File: src/rtl/alu_pkg.sv
// alu_pkg: op codes, FSM states and flag bit positions shared by iterative_alu and alu_iter_core
package alu_pkg;
  typedef enum logic [4:0] {
    OP_NOP = 5'd0, OP_ADD = 5'd1, OP_SUB = 5'd2, OP_AND = 5'd3, OP_OR = 5'd4,
    OP_NEG = 5'd5, OP_XOR = 5'd6, OP_COMP = 5'd7, OP_LSR = 5'd8, OP_ASR = 5'd9,
    OP_LSL = 5'd10, OP_ROR = 5'd11, OP_ROL = 5'd12, OP_MOVE = 5'd13, OP_PASSB = 5'd14,
    OP_MUL = 5'd16, OP_DIV = 5'd17
  } op_e;
  typedef enum logic [1:0] {IDLE, RUN, DONE} state_e;
  localparam int FLG_Z = 0;
  localparam int FLG_N = 1;
  localparam int FLG_V = 2;
  localparam int FLG_C = 3;
  localparam int FLG_DZ = 4;
  localparam int FLG_INR = 5;
  localparam int FLG_W = 6;
endpackage

File: src/rtl/alu_iter_core.sv
// alu_iter_core: one-bit-per-cycle shift-add multiplier / restoring divider (divider only with ITERATIVE_ALU_DIV_EN); ports clk, load, step, div, a, b -> nxt_hi, nxt_lo, last
module alu_iter_core #(
  parameter int WIDTH = 32
) (
  input  logic             clk,
  input  logic             load,
  input  logic             step,
  input  logic             div,
  input  logic [WIDTH-1:0] a,
  input  logic [WIDTH-1:0] b,
  output logic [WIDTH-1:0] nxt_hi,
  output logic [WIDTH-1:0] nxt_lo,
  output logic             last
);
  localparam int CW = $clog2(WIDTH);
  logic [WIDTH-1:0] acc, q, m;
  logic [CW-1:0] cnt;
  logic [WIDTH:0] sum;
  assign last = cnt == CW'(WIDTH - 1);
  assign sum = {1'b0, acc} + (q[0] ? {1'b0, m} : '0);
`ifdef ITERATIVE_ALU_DIV_EN
  logic [WIDTH:0] shl, dif;
  assign shl = {acc, q[WIDTH-1]};
  assign dif = shl - {1'b0, m};
  assign nxt_hi = div ? (dif[WIDTH] ? shl[WIDTH-1:0] : dif[WIDTH-1:0]) : sum[WIDTH:1];
  assign nxt_lo = div ? {q[WIDTH-2:0], ~dif[WIDTH]} : {sum[0], q[WIDTH-1:1]};
`else
  logic unused_div;
  assign unused_div = div;
  assign nxt_hi = sum[WIDTH:1];
  assign nxt_lo = {sum[0], q[WIDTH-1:1]};
`endif
  always_ff @(posedge clk) begin
    if (load) begin
      acc <= '0;
      q <= a;
      m <= b;
      cnt <= '0;
    end else if (step) begin
      acc <= nxt_hi;
      q <= nxt_lo;
      cnt <= cnt + 1'b1;
    end
  end
endmodule

File: src/rtl/iterative_alu.sv
// iterative_alu: single-cycle ALU plus iterative MUL/DIV (DIV only with ITERATIVE_ALU_DIV_EN); Start/Op/RA/RB/CarryIn/NopFlag in, Busy/Done/RZ/RZHi/condition flags out
module iterative_alu
  import alu_pkg::*;
#(
  parameter int WIDTH = 32
) (
  input  logic             Clock,
  input  logic             Resetn,
  input  logic             Start,
  input  logic [4:0]       Op,
  input  logic [WIDTH-1:0] RA,
  input  logic [WIDTH-1:0] RB,
  input  logic             CarryIn,
  input  logic             NopFlag,
  output logic             Busy,
  output logic             Done,
  output logic [WIDTH-1:0] RZ,
  output logic [WIDTH-1:0] RZHi,
  output logic             ZeroFlag,
  output logic             NegativeFlag,
  output logic             OverflowFlag,
  output logic             CarryFlag,
  output logic             DivZeroFlag,
  output logic             InrFlag
);
  state_e state, state_nxt;
  logic [FLG_W-1:0] flags, f_nxt;
  logic nop_q, div_q, accept, long_op, ld_res, upd, last;
  logic c_n, v_n, dz_n, inr_n;
  logic [WIDTH-1:0] core_hi, core_lo, res, res_hi;
  logic [WIDTH:0] add_w, sub_w;
  alu_iter_core #(.WIDTH(WIDTH)) u_core (
    .clk(Clock), .load(accept), .step(state == RUN), .div(div_q),
    .a(RA), .b(RB), .nxt_hi(core_hi), .nxt_lo(core_lo), .last(last)
  );
  assign accept = Start && state == IDLE;
`ifdef ITERATIVE_ALU_DIV_EN
  assign long_op = Op == OP_MUL || (Op == OP_DIV && RB != '0);
`else
  assign long_op = Op == OP_MUL;
`endif
  assign ld_res = (accept && !long_op) || (state == RUN && last);
  assign upd = state == RUN ? !nop_q : !NopFlag && Op != OP_NOP;
  assign Busy = state == RUN;
  assign Done = state == DONE;
  assign {InrFlag, DivZeroFlag, CarryFlag, OverflowFlag, NegativeFlag, ZeroFlag} =
    {flags[FLG_INR], flags[FLG_DZ], flags[FLG_C], flags[FLG_V], flags[FLG_N], flags[FLG_Z]};
  always_comb
    state_nxt = state == IDLE ? (accept ? (long_op ? RUN : DONE) : IDLE) :
                state == RUN  ? (last ? DONE : RUN) : IDLE;
  always_comb begin
    add_w = {1'b0, RA} + {1'b0, RB};
    sub_w = {1'b0, RA} - {1'b0, RB};
    res = '0;
    res_hi = '0;
    c_n = flags[FLG_C];
    v_n = flags[FLG_V];
    dz_n = 1'b0;
    inr_n = 1'b0;
    if (state == RUN) begin
      res = core_lo;
      res_hi = core_hi;
      c_n = div_q ? flags[FLG_C] : 1'b0;
      v_n = div_q ? flags[FLG_V] : core_hi != '0;
    end else begin
      case (Op)
        OP_NOP, OP_MUL: ;
        OP_ADD: begin
          res = add_w[WIDTH-1:0];
          c_n = add_w[WIDTH];
          v_n = RA[WIDTH-1] == RB[WIDTH-1] && res[WIDTH-1] != RA[WIDTH-1];
        end
        OP_SUB: begin
          res = sub_w[WIDTH-1:0];
          c_n = sub_w[WIDTH];
          v_n = RA[WIDTH-1] != RB[WIDTH-1] && res[WIDTH-1] != RA[WIDTH-1];
        end
        OP_AND: begin res = RA & RB; v_n = 1'b0; end
        OP_OR: begin res = RA | RB; v_n = 1'b0; end
        OP_XOR: begin res = RA ^ RB; v_n = 1'b0; end
        OP_COMP: begin res = ~RA; v_n = 1'b0; end
        OP_NEG: res = -RA;
        OP_LSR: begin res = RA >> 1; c_n = RA[0]; end
        OP_ASR: begin res = $signed(RA) >>> 1; c_n = RA[0]; end
        OP_LSL: begin res = RA << 1; c_n = RA[WIDTH-1]; end
        OP_ROR: begin res = {CarryIn, RA[WIDTH-1:1]}; c_n = RA[0]; end
        OP_ROL: begin res = {RA[WIDTH-2:0], CarryIn}; c_n = RA[WIDTH-1]; end
        OP_MOVE: begin res = RA; v_n = 1'b0; end
        OP_PASSB: begin res = RB; v_n = 1'b0; end
`ifdef ITERATIVE_ALU_DIV_EN
        OP_DIV: begin res = '1; res_hi = RA; dz_n = 1'b1; end
`endif
        default: inr_n = 1'b1;
      endcase
    end
    f_nxt = '0;
    f_nxt[FLG_Z] = res == '0;
    f_nxt[FLG_N] = res[WIDTH-1];
    f_nxt[FLG_V] = v_n;
    f_nxt[FLG_C] = c_n;
    f_nxt[FLG_DZ] = dz_n;
    f_nxt[FLG_INR] = inr_n;
  end
  always_ff @(posedge Clock) begin
    if (!Resetn) begin
      state <= IDLE;
      RZ <= '0;
      RZHi <= '0;
      flags <= '0;
      nop_q <= 1'b0;
      div_q <= 1'b0;
    end else begin
      state <= state_nxt;
      if (accept) begin
        nop_q <= NopFlag;
        div_q <= Op == OP_DIV;
      end
      if (ld_res) begin
        RZ <= res;
        RZHi <= res_hi;
        if (upd) flags <= f_nxt;
      end
    end
  end
endmodule

File: config.mk
export PLATFORM = sky130hd
export DESIGN_NAME = iterative_alu
export DESIGN_NICKNAME = d
export VERILOG_FILES = /design/src/rtl/alu_pkg.sv /design/src/rtl/alu_iter_core.sv /design/src/rtl/iterative_alu.sv
export SDC_FILE = /design/constraint.sdc
export NUM_CORES = 1
export LEC_CHECK = 0
export BUFFER_PORTS_ARGS = -buffer_cell sky130_fd_sc_hd__buf_2
export CAP_MARGIN = 10
export CORE_ASPECT_RATIO = 1.4
export CORE_UTILIZATION = 40
export DETAILED_ROUTE_END_ITERATION = 10
export MAX_ROUTING_LAYER = met4
export PLACE_DENSITY_LB_ADDON = 0.12
export SLEW_MARGIN = 20
export SYNTH_ARGS = -nofsm -noshare
export SYNTH_HDL_FRONTEND = slang
export SYNTH_SLANG_ARGS = --single-unit
File: constraint.sdc
create_clock -name Clock -period 4 [get_ports Clock]
set_input_delay 0.6 -clock Clock [delete_from_list [all_inputs] [get_ports Clock]]
set_output_delay 0.6 -clock Clock [all_outputs]
set_load 0.05 [all_outputs]
After elaboration in Yosys (flattened, before gate mapping)
Index checks and enable logic that the tools add are counted.
{"block": "word_totals", "register_bits": 174, "in_bits": 74}
{"block": "op_classes", "n_mux": 20, "eq_ne": 24, "bitwise_logic": 4, "reduce_logical": 25, "add_sub_neg": 5}
{"operator": "one-hot mux 32 bit (14 select lines)", "count": 1}
{"operator": "2-to-1 mux 32 bit", "count": 5}
{"operator": "equality test 5 x 4 -> 1 bit, second input constant", "count": 7}
{"operator": "adder 32 x 32 -> 33 bit", "count": 1}
{"operator": "adder 32 x 33 -> 33 bit", "count": 1}
{"operator": "subtractor 32 x 32 -> 33 bit", "count": 1}
{"operator": "AND 32 bit", "count": 1}
{"operator": "logical NOT 32 bit", "count": 1}
{"operator": "negation 32 bit", "count": 1}
{"operator": "NOT 32 bit", "count": 1}
{"operator": "OR 32 bit", "count": 1}
{"operator": "nonzero test 32 bit", "count": 1}
{"operator": "bitwise XOR 32 bit", "count": 1}
{"operator": "equality test 5 x 3 -> 1 bit, second input constant", "count": 4}
{"operator": "OR reduction 16 bit", "count": 1}
{"operator": "equality test 5 bit, second input constant", "count": 3}
{"operator": "equality test 5 x 2 -> 1 bit, second input constant", "count": 2}
{"operator": "2-to-1 mux 2 bit", "count": 5}
{"operator": "nonzero test 5 bit", "count": 2}
{"operator": "AND reduction 4 bit", "count": 2}
{"operator": "2-to-1 mux 1 bit", "count": 7}
{"operator": "logical AND 1 bit", "count": 6}
{"operator": "OR reduction 6 bit", "count": 1}
{"operator": "adder 5 x 1 -> 5 bit, second input constant", "count": 1}
{"operator": "other kinds (17)", "count": 21}

Depth between registers and ports, before layout
{"block": "logic_depth", "depth_word": 5, "mapped_depth": 16}

Modules after synthesis
Synthesis repeated with hierarchy kept, for this count alone.
{"block": "unflattened", "hier_cells": 2062, "hier_area_um2": 16459.5}
{"module": "iterative_alu", "instances": 1, "cells_each": 1493, "seq_area_each_um2": 1461.4, "area_per_inst_um2": 10491.3}
{"module": "alu_iter_core", "instances": 1, "cells_each": 569, "seq_area_each_um2": 2662.6, "area_per_inst_um2": 5968.2}

Worst setup path before layout
Ideal clock, no wire load.
{"block": "synth_timing", "kind": "input-to-reg", "start": "input port RA[11]", "end": "register flags[0]", "required_time_ns": 3.904, "stages": 14, "setup_slack_ns": -0.345, "arrival_time_ns": 4.250, "path_buffers": 1, "setup_ns": 0.096, "path_cell_list": "clkbuf_1 > inv_1 > ha_1 > or4_1 > or3_1 > a31o_1 > a21o_1 > a221o_1 > a222oi_1 > nand4_1 > or4_1 > nor4_1 > nand4_1 > o41ai_2"}
{"block": "synth_via", "elab_chain_len": 4, "word_cells_on_any_way": 10}
{"element": "from (decl)", "line_no": "iterative_alu.sv:11", "source": "input logic [WIDTH-1:0] RA,"}
{"element": "negation 32 bit (tied with other cells)", "line_no": "iterative_alu.sv:82", "source": "OP_NEG: res = -RA;"}
{"element": "one-hot mux 32 bit (14 select lines) *", "line_no": "iterative_alu.sv:66", "source": "case (Op)"}
{"element": "2-to-1 mux 32 bit *", "line_no": "iterative_alu.sv:60", "source": "if (state == RUN) begin"}
{"element": "logical NOT 32 bit *", "line_no": "iterative_alu.sv:97", "source": "f_nxt[FLG_Z] = res == '0;"}
{"element": "to (signal assigned)", "line_no": "iterative_alu.sv:121", "source": "if (upd) flags <= f_nxt;"}
{"element": "to (decl)", "line_no": "iterative_alu.sv:27", "source": "logic [FLG_W-1:0] flags, f_nxt;"}
Mark *: on every way between the ends. The rest lies on a longest branch, timed or not.
A chain may end at the register's enable or synchronous reset.

Worst setup path in the final report
{"block": "layout_timing", "start": "register u_core.q[0]", "end": "register flags[2]"}
{"block": "layout_via", "elab_chain_len": 5}
{"element": "from (decl)", "line_no": "alu_iter_core.sv:16", "source": "logic [WIDTH-1:0] acc, q, m;"}
{"element": "from (signal assigned)", "line_no": "alu_iter_core.sv:41", "source": "q <= nxt_lo;"}
{"element": "2-to-1 mux 32 bit", "line_no": "alu_iter_core.sv:20", "source": "assign sum = {1'b0, acc} + (q[0] ? {1'b0, m} : '0);"}
{"element": "adder 32 x 33 -> 33 bit", "line_no": "alu_iter_core.sv:20"}
{"element": "nonzero test 32 bit", "line_no": "iterative_alu.sv:64", "source": "v_n = div_q ? flags[FLG_V] : core_hi != '0;"}
{"element": "2-to-1 mux 1 bit", "line_no": "iterative_alu.sv:64"}
{"element": "2-to-1 mux 1 bit", "line_no": "iterative_alu.sv:60"}
No other way between the ends. The select of a mux whose other input is x is not followed.

==> results by group <==
Status
  • Status: finished with violations
  • Failing checks: setup timing

Place
  • Port Buffer Count: 144
  • Routability cong.: around 1.0
  • Placed cell count: ~3200
  • Hpwl dp: 62200 µm
  • Area after DPL: approximately 21000 µm²

CTS
  • TritonCTS buffer count: 17
  • Clock Latency Late Sink: about 0.47 ns
  • Clk pin slew, worst setup/hold paths: 0.08 ns
  • CTS Hold Bufs: 0
  • CTS max path bufs: 2
  • H-tree Lvls: 4
  • CTS tree: built
  • Clk sinks: between 150 and 200
  • Root Buffer: clkbuf_16

Logic synthesis
  • Sequential share of the synthesized area: 0.255
  • Synth top area cells: dfxtp_1 14%, edfxtp_1 12%, ha_1 11%
  • Async SR Flop Fraction: 0
  • Synth cell types: 83
  • Post-synthesis register bit count: roughly 170
  • Yosys top cell by area: dfxtp_1
  • Synth top area share: 0.136
  • Post-synth top cells: 233 x nand2_1, 215 x a21oi_1, 210 x nor2_1, 140 x ha_1, 136 x clkbuf_1
  • Post-Syn Area: around 16000 µm²
  • Ys Warns: 0
  • Top_reg_cell synth: dfxtp_1
  • Net count after synthesis: approximately 2400
  • Average size of a mapped cell: between 7 and 8 µm²
  • Cells after synthesis: roughly 2200
  • Post-synth EDFFs: 64
  • Most frequent cell after synthesis: nand2_1

Route
  • Drt initial violations: between 1500 and 2000
  • Post-Route WL: 78700 µm
  • Via density: between 6 and 7
  • Length of the first detailed-routing pass in iterations: 8
  • Residual DRC count: 0
  • ANT nets after route: 0
  • Wire length per cell: around 24 µm
  • Vias: ~20000

STA
  • Setup violators final: 1
  • Minimum clock period: ~4.5 ns
  • RSZ-0062 raised after global routing: true
  • Setup TNS: -0.513 ns
  • Final hold violation count: 0
  • Final cycle utilization of the critical path: 1.13
  • Final setup margin: -0.513 ns
  • Max-slew violation count: 0
  • FMAX: roughly 220 MHz
  • Slew headroom: 0.308
  • Worst clock skew: between 0.015 and 0.02 ns
  • Slew @ Worst Pin: slightly above 1 ns

Worst setup path
  • Worst flop-to-flop path startpoint: u_core.q[0]
  • Kind of critical path: register to register
  • CP most frequent cell: or4_4
  • Worst setup startpoint: u_core.q[0]
  • Critical Path Source Type: register
  • Crit Path Max Fanout: 3
  • CP max stage cell: or4_4
  • CP bufs+invs: 1
  • Required time worst endpoint: 4.35 ns
  • Critical Path AT: a little under 5 ns
  • Top delay family on crit path: simple AND/OR/NAND/NOR gates
  • Crit end category: register
  • Slowest stage delay, CP: ~0.52 ns
  • Worst-path cell chain: and2_1, ha_2, fa_2, a21o_1, a211oi_2, nor2_1, or4_1, nand4bb_1, or4_4, nor4_4, buf_4, or4b_4, or4_4, nor4_2, a211oi_1

Power and ir drop
  • Power per Cell Area: between 200 and 300 nW/µm²
  • LEAKAGE: roughly 9.8 nW
  • Worst vdd ir: 318 µV

Die
  • I/O Pins: approximately 150
  • Row Count: 86
  • DIE WIDTH: between 150 and 200 µm
  • Die Span Y: about 240 µm
  • Initial Util: 0.409
  • Die area: between 40000 and 50000 µm²
  • Placeable Area: approximately 40000 µm²

Final layout
  • Area grow syn2layout: 35.2%
  • Final core occ: 0.553
  • Fin cells: ~3200
  • Layout cells sized above 1: 0.291
  • Fillers: 4030
  • Final Cell Area: ~22000 µm²
  • Final #Nets: slightly below 3000
  • Multi-input gate area: ~11000 µm²
  • FF/Latch Area: between 4000 and 5000 µm²

Global route
  • First-pass GRT wire length: 115000 µm
  • GRT Util Overall: 0.390
  • Initial antenna violation count: 3
  • Grt ovf: 0
  • Via count of the first global-routing pass: between 15000 and 20000
  • Pin count of the biggest net entering global routing: 71

Min path
  • Hold path start: RB[27]
  • Min-Delay Path Class: input pin to register

Flow run
  • Max-cap violations: 0
area by class of cell:
cell class                      instances  share of cell area
Clock inverter                         15             0.00743
Inverter                              109              0.0187
Timing Repair Buffer                  674               0.217
Tap cell                              528              0.0302
Antenna cell                            3            0.000343
Sequential cell                       174               0.188
Clock buffer                           17              0.0194
Multi-Input combinational cell       1723               0.519
cells by family after synthesis:
logic type | share of synthesized area
AO/OA/AOI/OAI | 0.289
XOR/XNOR | 0.0351
adder cells (fa/ha/maj) | 0.112
buffers and inverters | 0.0616
flip-flops | 0.255
multiplexers | 0.0147
other | 0.000232
AND/OR/NAND/NOR | 0.232
power by group:
part	switching, W	internal (W)	leakage (nW)
combinational	0.00129	0.000869	7.96
sequential	0.0000507	0.00193	1.51
clock	0.000895	0.000840	0.291
flip-flops by register name (all words and copies together) (netlist names), 2 cells and up:
name and count:
u_core.m 32, u_core.cnt 5, u_core.acc 32, state 2
flags 5, RZ 32, RZHi 32, u_core.q 32
path summary, 6_finish.rpt:
check / endpoint / slack (ns) / cells past startpoint
min reg2reg: RZHi[26] / 0.45 / 2
max reg2reg: flags[2] / -0.51 / 15
min: u_core.m[27] / 0.37 / 1
max: flags[2] / -0.51 / 15
worst register-to-register path, cell delays in order, from the launching register on:
cell and delay (ns):
edfxtp_1 0.42, and2_1 0.18, ha_2 0.18, fa_2 0.40, a21o_1 0.19, a211oi_2 0.20, nor2_1 0.09, or4_1 0.42
nand4bb_1 0.22, or4_4 0.52, nor4_4 0.22, buf_4 0.15, or4b_4 0.46, or4_4 0.43, nor4_2 0.23, a211oi_1 0.10
metrics by stage:
stage	setup WS, ns	power [W]	hold WS, ns
6_report	-0.513	0.00587	0.371
5_1_grt	-0.641	0.00608	0.373
4_1_cts	-0.521	0.00582	0.355
3_5_place_dp	-0.578	0.00409	0.441
3_3_place_gp	-0.566	0.00408	0.438
2_1_floorplan	-0.138	0.00304	0.436
cells in the final DEF (no fill, tap or decap), types with 15 or more instances in the layout:
| cell type | count |
|---|---|
| buf_4 | 527 |
| nand2_1 | 233 |
| nor2_1 | 208 |
| a21oi_1 | 208 |
| buf_2 | 141 |
| ha_1 | 136 |
| o21ai_0 | 122 |
| dfxtp_1 | 110 |
| inv_1 | 98 |
| edfxtp_1 | 64 |
| nor3_1 | 58 |
| xnor2_1 | 51 |
| nand3_1 | 49 |
| and2_1 | 43 |
| a211oi_1 | 38 |
| nand4_1 | 34 |
| a221oi_1 | 31 |
| a22oi_1 | 28 |
| nor4_1 | 25 |
| a31oi_1 | 24 |
| o31ai_1 | 22 |
| a21o_1 | 21 |
| o211ai_1 | 19 |
| nand2b_1 | 19 |
| and3_1 | 17 |
| mux2i_1 | 17 |
| clkbuf_16 | 17 |
| a22o_1 | 16 |
| nor2b_1 | 15 |
repair_timing:
| action | CTS | global route |
|---|---|---|
| resized for setup | 12 | 38 |
| buffers inserted | 1 | 1 |
| pin swaps | 8 | 11 |
| endpoints found under the setup margin | 3 | 16 |
per-layer routing:
| layer | vias to the layer above | share of wire | track usage |
|---|---|---|---|
| li1 | 9034 | - | - |
| met1 | 9276 | 0.39 | 0.435 |
| met3 | 311 | 0.064 | 0.0588 |
| met5 | - | 0 | - |
| met2 | 940 | 0.48 | 0.655 |
| met4 | 0 | 0.062 | 0.230 |
(Power assumes the default switching activity.)
